--- config.mk ---
export PLATFORM = sky130hd
export DESIGN_NAME = id_ex_pipe
export DESIGN_NICKNAME = d
export VERILOG_FILES = /design/src/rtl/id_ex_pipe.sv
export SDC_FILE = /design/constraint.sdc
export NUM_CORES = 1
export LEC_CHECK = 0
export BUFFER_PORTS_ARGS = -buffer_cell sky130_fd_sc_hd__buf_4
export CORE_AREA = 2 2 138 140
export CTS_BUF_LIST = sky130_fd_sc_hd__clkbuf_8
export CTS_CLUSTER_DIAMETER = 80
export DETAILED_ROUTE_END_ITERATION = 7
export DIE_AREA = 0 0 140 142
export PLACE_DENSITY = 0.66
export SETUP_SLACK_MARGIN = 0.05
export SLEW_MARGIN = 30
export SYNTH_ARGS = -nofsm -noshare
export SYNTH_HDL_FRONTEND = slang
export SYNTH_SLANG_ARGS = --single-unit
export TNS_END_PERCENT = 20
--- constraint.sdc ---
create_clock -name clk -period 3.8 [get_ports clk]
set_input_delay 0.95 -clock clk [delete_from_list [all_inputs] [get_ports clk]]
set_output_delay 0.95 -clock clk [all_outputs]
set_load 0.02 [all_outputs]
--- src/rtl/id_ex_pipe.sv ---
// ID/EX pipeline register for the 5-stage MIPS core.
// Detects load-use hazards, inserts bubbles on flush or stall, holds on ext_stall, and keeps saturating event counters.
module id_ex_pipe #(
  parameter int DW = 32,
  parameter int CW = 16
) (
  input  logic          clk,
  input  logic          rst,
  input  logic          id_valid,
  input  logic [4:0]    id_rs,
  input  logic [4:0]    id_rt,
  input  logic [4:0]    id_rd,
  input  logic          id_uses_rs,
  input  logic          id_uses_rt,
  input  logic [DW-1:0] id_rs_data,
  input  logic [DW-1:0] id_rt_data,
  input  logic [DW-1:0] id_imm,
  input  logic [DW-1:0] id_pc4,
  input  logic          id_regdst,
  input  logic          id_regwrite,
  input  logic          id_memread,
  input  logic          id_memwrite,
  input  logic          id_memtoreg,
  input  logic          id_alusrc,
  input  logic [3:0]    id_aluop,
  input  logic          flush,
  input  logic          ext_stall,
  output logic          hazard_stall,
  output logic          ex_valid,
  output logic [4:0]    ex_rs,
  output logic [4:0]    ex_rt,
  output logic [4:0]    ex_rd,
  output logic [4:0]    ex_wreg,
  output logic          ex_regdst,
  output logic          ex_regwrite,
  output logic          ex_memread,
  output logic          ex_memwrite,
  output logic          ex_memtoreg,
  output logic          ex_alusrc,
  output logic [3:0]    ex_aluop,
  output logic [DW-1:0] ex_rs_data,
  output logic [DW-1:0] ex_rt_data,
  output logic [DW-1:0] ex_imm,
  output logic [DW-1:0] ex_pc4,
  output logic [CW-1:0] stall_count,
  output logic [CW-1:0] flush_count
);

  typedef struct packed {
    logic          valid;
    logic [4:0]    rs;
    logic [4:0]    rt;
    logic [4:0]    rd;
    logic          regdst;
    logic          regwrite;
    logic          memread;
    logic          memwrite;
    logic          memtoreg;
    logic          alusrc;
    logic [3:0]    aluop;
    logic [DW-1:0] rs_data;
    logic [DW-1:0] rt_data;
    logic [DW-1:0] imm;
    logic [DW-1:0] pc4;
  } ex_t;

  localparam logic [CW-1:0] CNT_MAX = {CW{1'b1}};
  localparam logic [CW-1:0] CNT_ONE = {{(CW-1){1'b0}}, 1'b1};

  ex_t           ex_q, ex_d, id_s;
  logic [CW-1:0] stall_count_q, stall_count_d;
  logic [CW-1:0] flush_count_q, flush_count_d;
  logic          hazard_stall_s;

  assign id_s = '{valid: id_valid, rs: id_rs, rt: id_rt, rd: id_rd,
                  regdst: id_regdst, regwrite: id_regwrite, memread: id_memread,
                  memwrite: id_memwrite, memtoreg: id_memtoreg, alusrc: id_alusrc,
                  aluop: id_aluop, rs_data: id_rs_data, rt_data: id_rt_data,
                  imm: id_imm, pc4: id_pc4};

  // Load-use detection: a load in EX whose rt feeds the instruction in ID; $0 never stalls.
  always_comb begin
    hazard_stall_s = ex_q.valid & ex_q.memread & (ex_q.rt != 5'd0) & id_valid &
                     ((id_uses_rs & (id_rs == ex_q.rt)) | (id_uses_rt & (id_rt == ex_q.rt)));
  end

  // Next EX contents and counter values, priority flush > ext_stall > hazard > load.
  always_comb begin
    ex_d          = ex_q;
    stall_count_d = stall_count_q;
    flush_count_d = flush_count_q;
    if (flush) begin
      ex_d = '0;
    end else if (ext_stall) begin
      ex_d = ex_q;
    end else if (hazard_stall_s) begin
      ex_d = '0;
    end else begin
      ex_d = id_s;
    end
    if (flush && (flush_count_q != CNT_MAX)) begin
      flush_count_d = flush_count_q + CNT_ONE;
    end else begin
      flush_count_d = flush_count_q;
    end
    if (hazard_stall_s && !flush && !ext_stall && (stall_count_q != CNT_MAX)) begin
      stall_count_d = stall_count_q + CNT_ONE;
    end else begin
      stall_count_d = stall_count_q;
    end
  end

  // State registers with synchronous reset to a bubble and cleared counters.
  always_ff @(posedge clk) begin
    if (rst) begin
      ex_q          <= '0;
      stall_count_q <= {CW{1'b0}};
      flush_count_q <= {CW{1'b0}};
    end else begin
      ex_q          <= ex_d;
      stall_count_q <= stall_count_d;
      flush_count_q <= flush_count_d;
    end
  end

  assign hazard_stall = hazard_stall_s;
  assign ex_valid     = ex_q.valid;
  assign ex_rs        = ex_q.rs;
  assign ex_rt        = ex_q.rt;
  assign ex_rd        = ex_q.rd;
  assign ex_wreg      = ex_q.regdst ? ex_q.rd : ex_q.rt;
  assign ex_regdst    = ex_q.regdst;
  assign ex_regwrite  = ex_q.regwrite;
  assign ex_memread   = ex_q.memread;
  assign ex_memwrite  = ex_q.memwrite;
  assign ex_memtoreg  = ex_q.memtoreg;
  assign ex_alusrc    = ex_q.alusrc;
  assign ex_aluop     = ex_q.aluop;
  assign ex_rs_data   = ex_q.rs_data;
  assign ex_rt_data   = ex_q.rt_data;
  assign ex_imm       = ex_q.imm;
  assign ex_pc4       = ex_q.pc4;
  assign stall_count  = stall_count_q;
  assign flush_count  = flush_count_q;

endmodule

==> impl_metrics.yaml, run 1 <==
clock_network:
  cts_sinks: 186
  clock_latency_ns: 0.46
  cts.clk_slew.worst_paths_ns: 0.10
  cts_tree: "built"
  clk_path_buf_depth: 2
  cts-resized-gates: 0
  post_cts_buffers: 0
  cts_buffers: 17
  cts_hold_buf: 0
  htreeDepth: 4
  cts_root_buf: "clkbuf_8"
timing:
  max_freq_mhz: 329.8
  slew_violations: 0
  rsz0062_at_grt: "false"
  worst_pin_slew_ns: 0.7949
  layout_setup_ws_ns: 0.7678
  slew_headroom: 0.4701
  hold_viol_final: 0
  min_period_over_period: 0.7980
  finalSetupViolCount: 0
  period_minus_slack_ns: 3.032
  tns_ns: 0
  finalClockSkew_ns: 0.01628
yosys:
  yosysSeqAreaShare: 0.5767
  ys.flop_type: "dfxtp_1"
  ys_ff_latch: 186
  synth_edf_count: 0
  synthCells: 568
  synth_cell_types: 40
  netlist_top_cells_area: "dfxtp_1, a22o_1, xnor2_1, clkbuf_1, mux2_2"
  yosysTopAreaCell: "dfxtp_1"
  synth_fp_nets: 730
  syn-mean-instance-area_sq_um: 11.37
  synth_warnings: 0
  netlist_area_sq_mm: 0.006456
  ys_async_sr_fraction: 0
  yosysTopAreaCellShare: 0.5767
placement:
  gp_congestion: 0.7933
  dp_hpwl_um: 14070
  place_area_sq_mm: 0.009268
  pre_cts_ws_ns: 0.9420
  io_buffers: 351
critical_path:
  timing.rr.start: "ex_rt[0]"
  ff2ff_setup_slack_ns: 1.33
  arrival_ns: 2.08
  path_max_fanout: 7
  timing.rr.end: "ex_imm[4]"
  reg2reg_depth: 5
  setup.worst_path.class: "flop to output pin"
  cp.required_ns: 2.85
  crit_path_start_kind: "flop"
  endpoint_kind: "output pin"
grt:
  track_usage: 0.1906
  use_met1: 0.2273
  gr-max-usage-layer: "met2"
  grtUsageMet2: 0.3212
  grt_pass1_wl_um: 30150
  met3_usage: 0.07268
  first_global_vias: 5496
  grt_overflow: 0
  antenna_found_initial: 0
  grt_start_max_net_pins: 155
floorplanning:
  die_area_sq_mm: 0.01988
  core_sq_mm: 0.01846
  die_h_um: 142
  ios: 352
  die_x_um: 140
  rows: 50
  initial_core_util: 0.3498
layout:
  multi_input_area_sq_mm: 0.002541
  stdcell_area_sq_mm: 0.009659
  fill_cells: 1730
  finish.utilization: 0.5234
  drive_above_1_share: 0.4380
  fin_nets: 1060
  diodes: 0
  final-seq-area_sq_mm: 0.003724
  synthToLayoutAreaGrowth_pct: 49.61
flow_run:
  cap_viol_max_count: 0
hold_path:
  hold_depth: 1
  hold-path-endpoint: "ex_pc4[6]"
  min_path_type: "flop to flop"
  hold_start: "ex_pc4[6]"
drt:
  avgViaCountPerCell: 5.101
  wl_um: 19860
  vias: 5841
  wl_per_cell_um: 17.35
  drt_iter0_markers: 307
  firstDrtPassIters: 8
  ant_nets: 0
  drc: 9
pwr:
  p_per_area_mw_per_mm2: 390.5
  irDropWorstVdd_mv: 0.2319
  p_leak_nw: 4.290
status:
  violations: "DRC"
  outcome: "complete, but fails checks"
[critical path, cell delays in order (launching register included)]
cell and delay (ns):
dfxtp_1 0.41, or4_1 0.58, o21ai_1 0.38, nor2_1 0.09, buf_4 0.17
[cells by family after synthesis]
family | count (synthesis) | share of synthesized area
compound gates | 196 | 0.2547
xor+xnor | 20 | 0.02713
fa+ha+maj | 2 | 0.003875
buf+inv | 46 | 0.03043
flops | 186 | 0.5767
mux | 10 | 0.01725
simple gates | 108 | 0.08992
[layout make-up]
class                           count  area share
Tap cell                          234     0.03031
Clock inverter                     15     0.01632
Inverter                            2   0.0007772
Clock buffer                       17     0.02422
Timing Repair Buffer              355      0.2798
Multi-Input combinational cell    336      0.2631
Sequential cell                   186      0.3855
[Yosys cell counts, types with 3 or more instances]
master,number
mux2_2,9
nand2_1,13
nor3_1,12
a21oi_1,13
a22o_1,154
nor2_1,25
or3_1,5
nor2b_1,4
or4_1,10
xnor2_1,17
and3_1,4
nand4_1,11
dfxtp_1,186
o31ai_1,10
clkbuf_1,35
buf_4,6
a211oi_1,3
o21ai_0,4
xor2_1,3
nor4_1,4
and4_1,5
nand3_1,10
[cells in the final DEF, fill, tap and decap left out, types with 3 or more instances in the layout]
cell and count:
inv_8 5, inv_1 3, nor3_1 12, nor4_1 4, or3_1 5, mux2_2 9
or4_1 10, nand2_1 13, dfxtp_1 186, and3_1 4, nand3_1 10, o21ai_0 4
and4_1 5, clkinv_8 3, clkinvlp_4 3, o31ai_1 10, nand4_1 11, clkbuf_8 17
buf_12 3, nor2b_1 4, buf_4 352, nor2_1 25, xnor2_1 17, a22o_1 154
xor2_1 3, a211oi_1 3, a21oi_1 13
[metal layers]
metal | wire, um | part of all wire
met1 | 7833 | 0.39
met2 | 10140 | 0.51
met3 | 1513 | 0.076
met4 | 380 | 0.019
met5 | 0 | 0
[where the power goes]
| part | switching, mW | total (mW) | internal [mW] |
|---|---|---|---|
| registers | 0.0369 | 2.04 | 2.00 |
| clock network | 0.810 | 1.30 | 0.493 |
| logic | 0.195 | 0.427 | 0.232 |
[worst max path at each step]
stage | from | endpoint | slack [ns] | cells past startpoint
2_1_floorplan | id_rs[1] | hazard_stall | 0.79 | 6
3_3_place_gp | id_rt[1] | hazard_stall | 0.91 | 6
3_5_place_dp | id_rt[0] | hazard_stall | 0.94 | 6
4_1_cts | ex_rt[0] | hazard_stall | 0.73 | 4
5_1_grt | ex_rt[0] | hazard_stall | 0.63 | 4
6_report | ex_rt[0] | hazard_stall | 0.77 | 4
[registers in the layout (all words and copies together) (netlist names)]
| name | flops |
|---|---|
| ex_alusrc | 1 |
| ex_aluop | 4 |
| ex_memwrite | 1 |
| ex_imm | 32 |
| ex_memread | 1 |
| ex_rs_data | 32 |
| stall_count | 16 |
| ex_pc4 | 32 |
| ex_rt | 5 |
| ex_valid | 1 |
| ex_regwrite | 1 |
| ex_rs | 5 |
| ex_memtoreg | 1 |
| ex_rt_data | 32 |
| ex_regdst | 1 |
| ex_rd | 5 |
| flush_count | 16 |
[through the flow]
stage	instances	hold slack, ns	total power, mW
after global routing	1145	0.5043	3.934
final	1145	0.4830	3.772
after CTS	1145	0.4887	3.822
after global placement	1113	0.4571	2.512
after detailed placement	1113	0.4572	2.515
after floorplan	568	0.5635	2.264
Note: power is estimated with default switching activity, not from simulation.
==> run 2: changes to the inputs <==
--- a/config.mk
+++ b/config.mk
@@ -5,13 +5,14 @@
 export SDC_FILE = /design/constraint.sdc
 export NUM_CORES = 1
 export LEC_CHECK = 0
+export ABC_AREA = 1
 export BUFFER_PORTS_ARGS = -buffer_cell sky130_fd_sc_hd__buf_4
-export CORE_AREA = 2 2 138 140
+export CORE_AREA = 2 2 137 139
 export CTS_BUF_LIST = sky130_fd_sc_hd__clkbuf_8
 export CTS_CLUSTER_DIAMETER = 80
 export DETAILED_ROUTE_END_ITERATION = 7
-export DIE_AREA = 0 0 140 142
-export PLACE_DENSITY = 0.66
+export DIE_AREA = 0 0 139 141
+export PLACE_DENSITY = 0.73
 export SETUP_SLACK_MARGIN = 0.05
 export SLEW_MARGIN = 30
 export SYNTH_ARGS = -nofsm -noshare
==> constraint.sdc (replaced) <==
create_clock -name clk -period 2.8 [get_ports clk]
set_input_delay 0.7 -clock clk [delete_from_list [all_inputs] [get_ports clk]]
set_output_delay 0.7 -clock clk [all_outputs]
set_load 0.02 [all_outputs]
==> run 2 against run 1 <==
Effect of this change:
- utilization rose by 6.1 points
- final area rose by 11%
- the run now ends clean
- critical path depth rose by 5
- highest routed layer unchanged
- largest power group unchanged
- largest cell class unchanged
- synthesized cell count rose by 81%
- global-route usage rose by 4.1 points
==> impl_metrics.yaml, run 2 <==
hold_path:
  min_path_type: "primary input to flop"
  hold_start: "rst"
  hold_depth: 2
grt:
  use_met1: 0.2877
  grt_overflow: 0
  track_usage: 0.2318
  antenna_found_initial: 0
  grt_pass1_wl_um: 37300
  grtUsageMet2: 0.3894
  met3_usage: 0.06522
  first_global_vias: 7191
  gr-max-usage-layer: "met2"
  grt_start_max_net_pins: 155
clock_network:
  clk_path_buf_depth: 2
  cts_sinks: 186
  htreeDepth: 4
  cts_root_buf: "clkbuf_8"
  cts_tree: "built"
  cts-resized-gates: 0
  cts.clk_slew.worst_paths_ns: 0.11
  cts_buffers: 17
  post_cts_buffers: 0
  clock_latency_ns: 0.46
  cts_hold_buf: 0
drt:
  ant_nets: 0
  firstDrtPassIters: 5
  drt_iter0_markers: 474
  wl_um: 23370
  avgViaCountPerCell: 4.960
  drc: 0
  vias: 7847
  wl_per_cell_um: 14.77
layout:
  final_cell_mix: "buf_4, nand2_1, dfxtp_1"
  fin_nets: 1497
  drive_above_1_share: 0.3056
  final_common_cell: "buf_4"
  synthToLayoutAreaGrowth_pct: 40.36
  diodes: 0
  fill_cells: 1762
critical_path:
  cpPeakStageDelay_ns: 0.45
  arrival_ns: 1.80
  cp_cell_sequence: "inv_2, nand2_1, nand2_1, nor2_1, nand3_1, nand2_2, nand2_4, inv_1, buf_4"
  critPathLaunch: "ex_rt[3]"
  timing.rr.start: "ex_rt[2]"
  cpMostUsedCell: "nand2_1"
  endpoint_kind: "output pin"
  cp.required_ns: 2.10
  setup.worst_path.class: "flop to output pin"
  crit_path_start_kind: "flop"
  reg2reg_depth: 9
  path_max_fanout: 5
  worst_path_max_delay_cell: "dfxtp_1"
timing:
  hold_viol_final: 0
  tns_ns: 0
  worst_pin_slew_ns: 0.7763
  finalClockSkew_ns: 0.01793
  period_minus_slack_ns: 2.496
  slew_headroom: 0.4824
  finalSetupViolCount: 0
  max_freq_mhz: 400.6
  slew_violations: 0
  rsz0062_at_grt: "false"
  min_period_over_period: 0.8915
flow_run:
  cap_viol_max_count: 0
pwr:
  irDropWorstVdd_mv: 0.2558
  p_leak_nw: 5.206
  p_per_area_mw_per_mm2: 508.5
  power.total_mw: 5.430
status:
  outcome: "completed"
yosys:
  yosysMostFrequentCell: "nand2_1"
  yosysSeqAreaShare: 0.4894
  synth_warnings: 0
  synth_cell_types: 27
  yosysTopAreaCellShare: 0.4894
  synth_edf_count: 0
  yosys-top-cells-count: "nand2_1, dfxtp_1, a21oi_1"
  netlist_area_sq_mm: 0.007609
  ys_async_sr_fraction: 0
  synth_fp_nets: 1190
  ys.flop_type: "dfxtp_1"
  yosysTopAreaCell: "dfxtp_1"
  synthCells: 1028
  ys_ff_latch: 186
  syn-mean-instance-area_sq_um: 7.401
  netlist_top_cells_area: "dfxtp_1, nand2_1, a21oi_1, o21ai_0, nor2_1"
floorplanning:
  die_x_um: 139
  die_h_um: 141
  rows: 50
  core_sq_mm: 0.01827
  ios: 352
  die_area_sq_mm: 0.01960
  initial_core_util: 0.4165
placement:
  gp_congestion: 0.8979
  io_buffers: 351
  dp_hpwl_um: 16510
run 2: cell count changes in the layout (fill, tap and decap cells not counted), sizes merged, moves of 8 or more:
cell	previous run	this run
nand2	13	265
o21ai	5	171
a21oi	13	171
a22o	154	0
inv	10	56
nor2	25	67
xnor2	17	0
or4	10	0
mux2	9	0
o31ai	10	1
nand3	10	18
run 2: logic make-up (layout without fill, tap and decap cells):
group / after synthesis / count (layout) / share of synthesized area
simple gates: 370 / 370 / 0.1957
xor+xnor: 4 / 4 / 0.004604
flops: 186 / 186 / 0.4894
fa+ha+maj: 2 / 2 / 0.003288
compound gates: 343 / 343 / 0.2264
buf+inv: 123 / 443 / 0.08058
run 2: final cells by class:
type	instances	area, sq um	area share
sequential	186	3724	0.3487
multi-input combinational	719	3282	0.3073
timing repair buffer	360	2765	0.2589
tap	234	292.8	0.02742
clock buffer	19	261.5	0.02449
inverter	51	198.9	0.01863
clock inverter	13	155.1	0.01453
run 2: path summary, 6_finish.rpt:
| path | end | slack [ns] |
|---|---|---|
| worst min register to register | flush_count[3] | 0.52 |
| worst max-delay path | hazard_stall | 0.30 |
| worst max register to register | ex_imm[1] | 0.76 |
| worst min-delay path | flush_count[13] | 0.47 |
run 2: critical path, delay by kind of cell, from the launching register on:
kind          cells  cell delay (ns)
buf+inv           3             0.33
flops             1             0.45
simple gates      6             0.56
run 2: report_power, final:
| part | internal (mW) | switching (mW) | total, mW |
|---|---|---|---|
| clock | 0.796 | 1.07 | 1.86 |
| combinational | 0.362 | 0.409 | 0.771 |
| sequential | 2.74 | 0.0549 | 2.80 |
| total | 3.90 | 1.53 | 5.43 |
run 2: routing by layer:
layer | wire, um | part of all wire
met2 | 11460 | 0.49
met5 | 0 | 0
met3 | 1582 | 0.068
met1 | 9794 | 0.42
met4 | 536 | 0.023
run 2: per-stage QoR:
stage / utilization / worst slack, ns / hold WS [ns] / instance area (sq um) / instances
final: 0.5846 / 0.3038 / 0.4715 / 10680 / 1582
after global routing: 0.5846 / 0.1321 / 0.4406 / 10680 / 1582
after CTS: 0.5846 / 0.2747 / 0.4316 / 10680 / 1582
after floorplan: - / 0.5157 / 0.5472 / 7609 / 1028
after global placement: 0.5618 / 0.5120 / 0.4840 / 10260 / 1550
after detailed placement: 0.5618 / 0.4969 / 0.4889 / 10260 / 1550
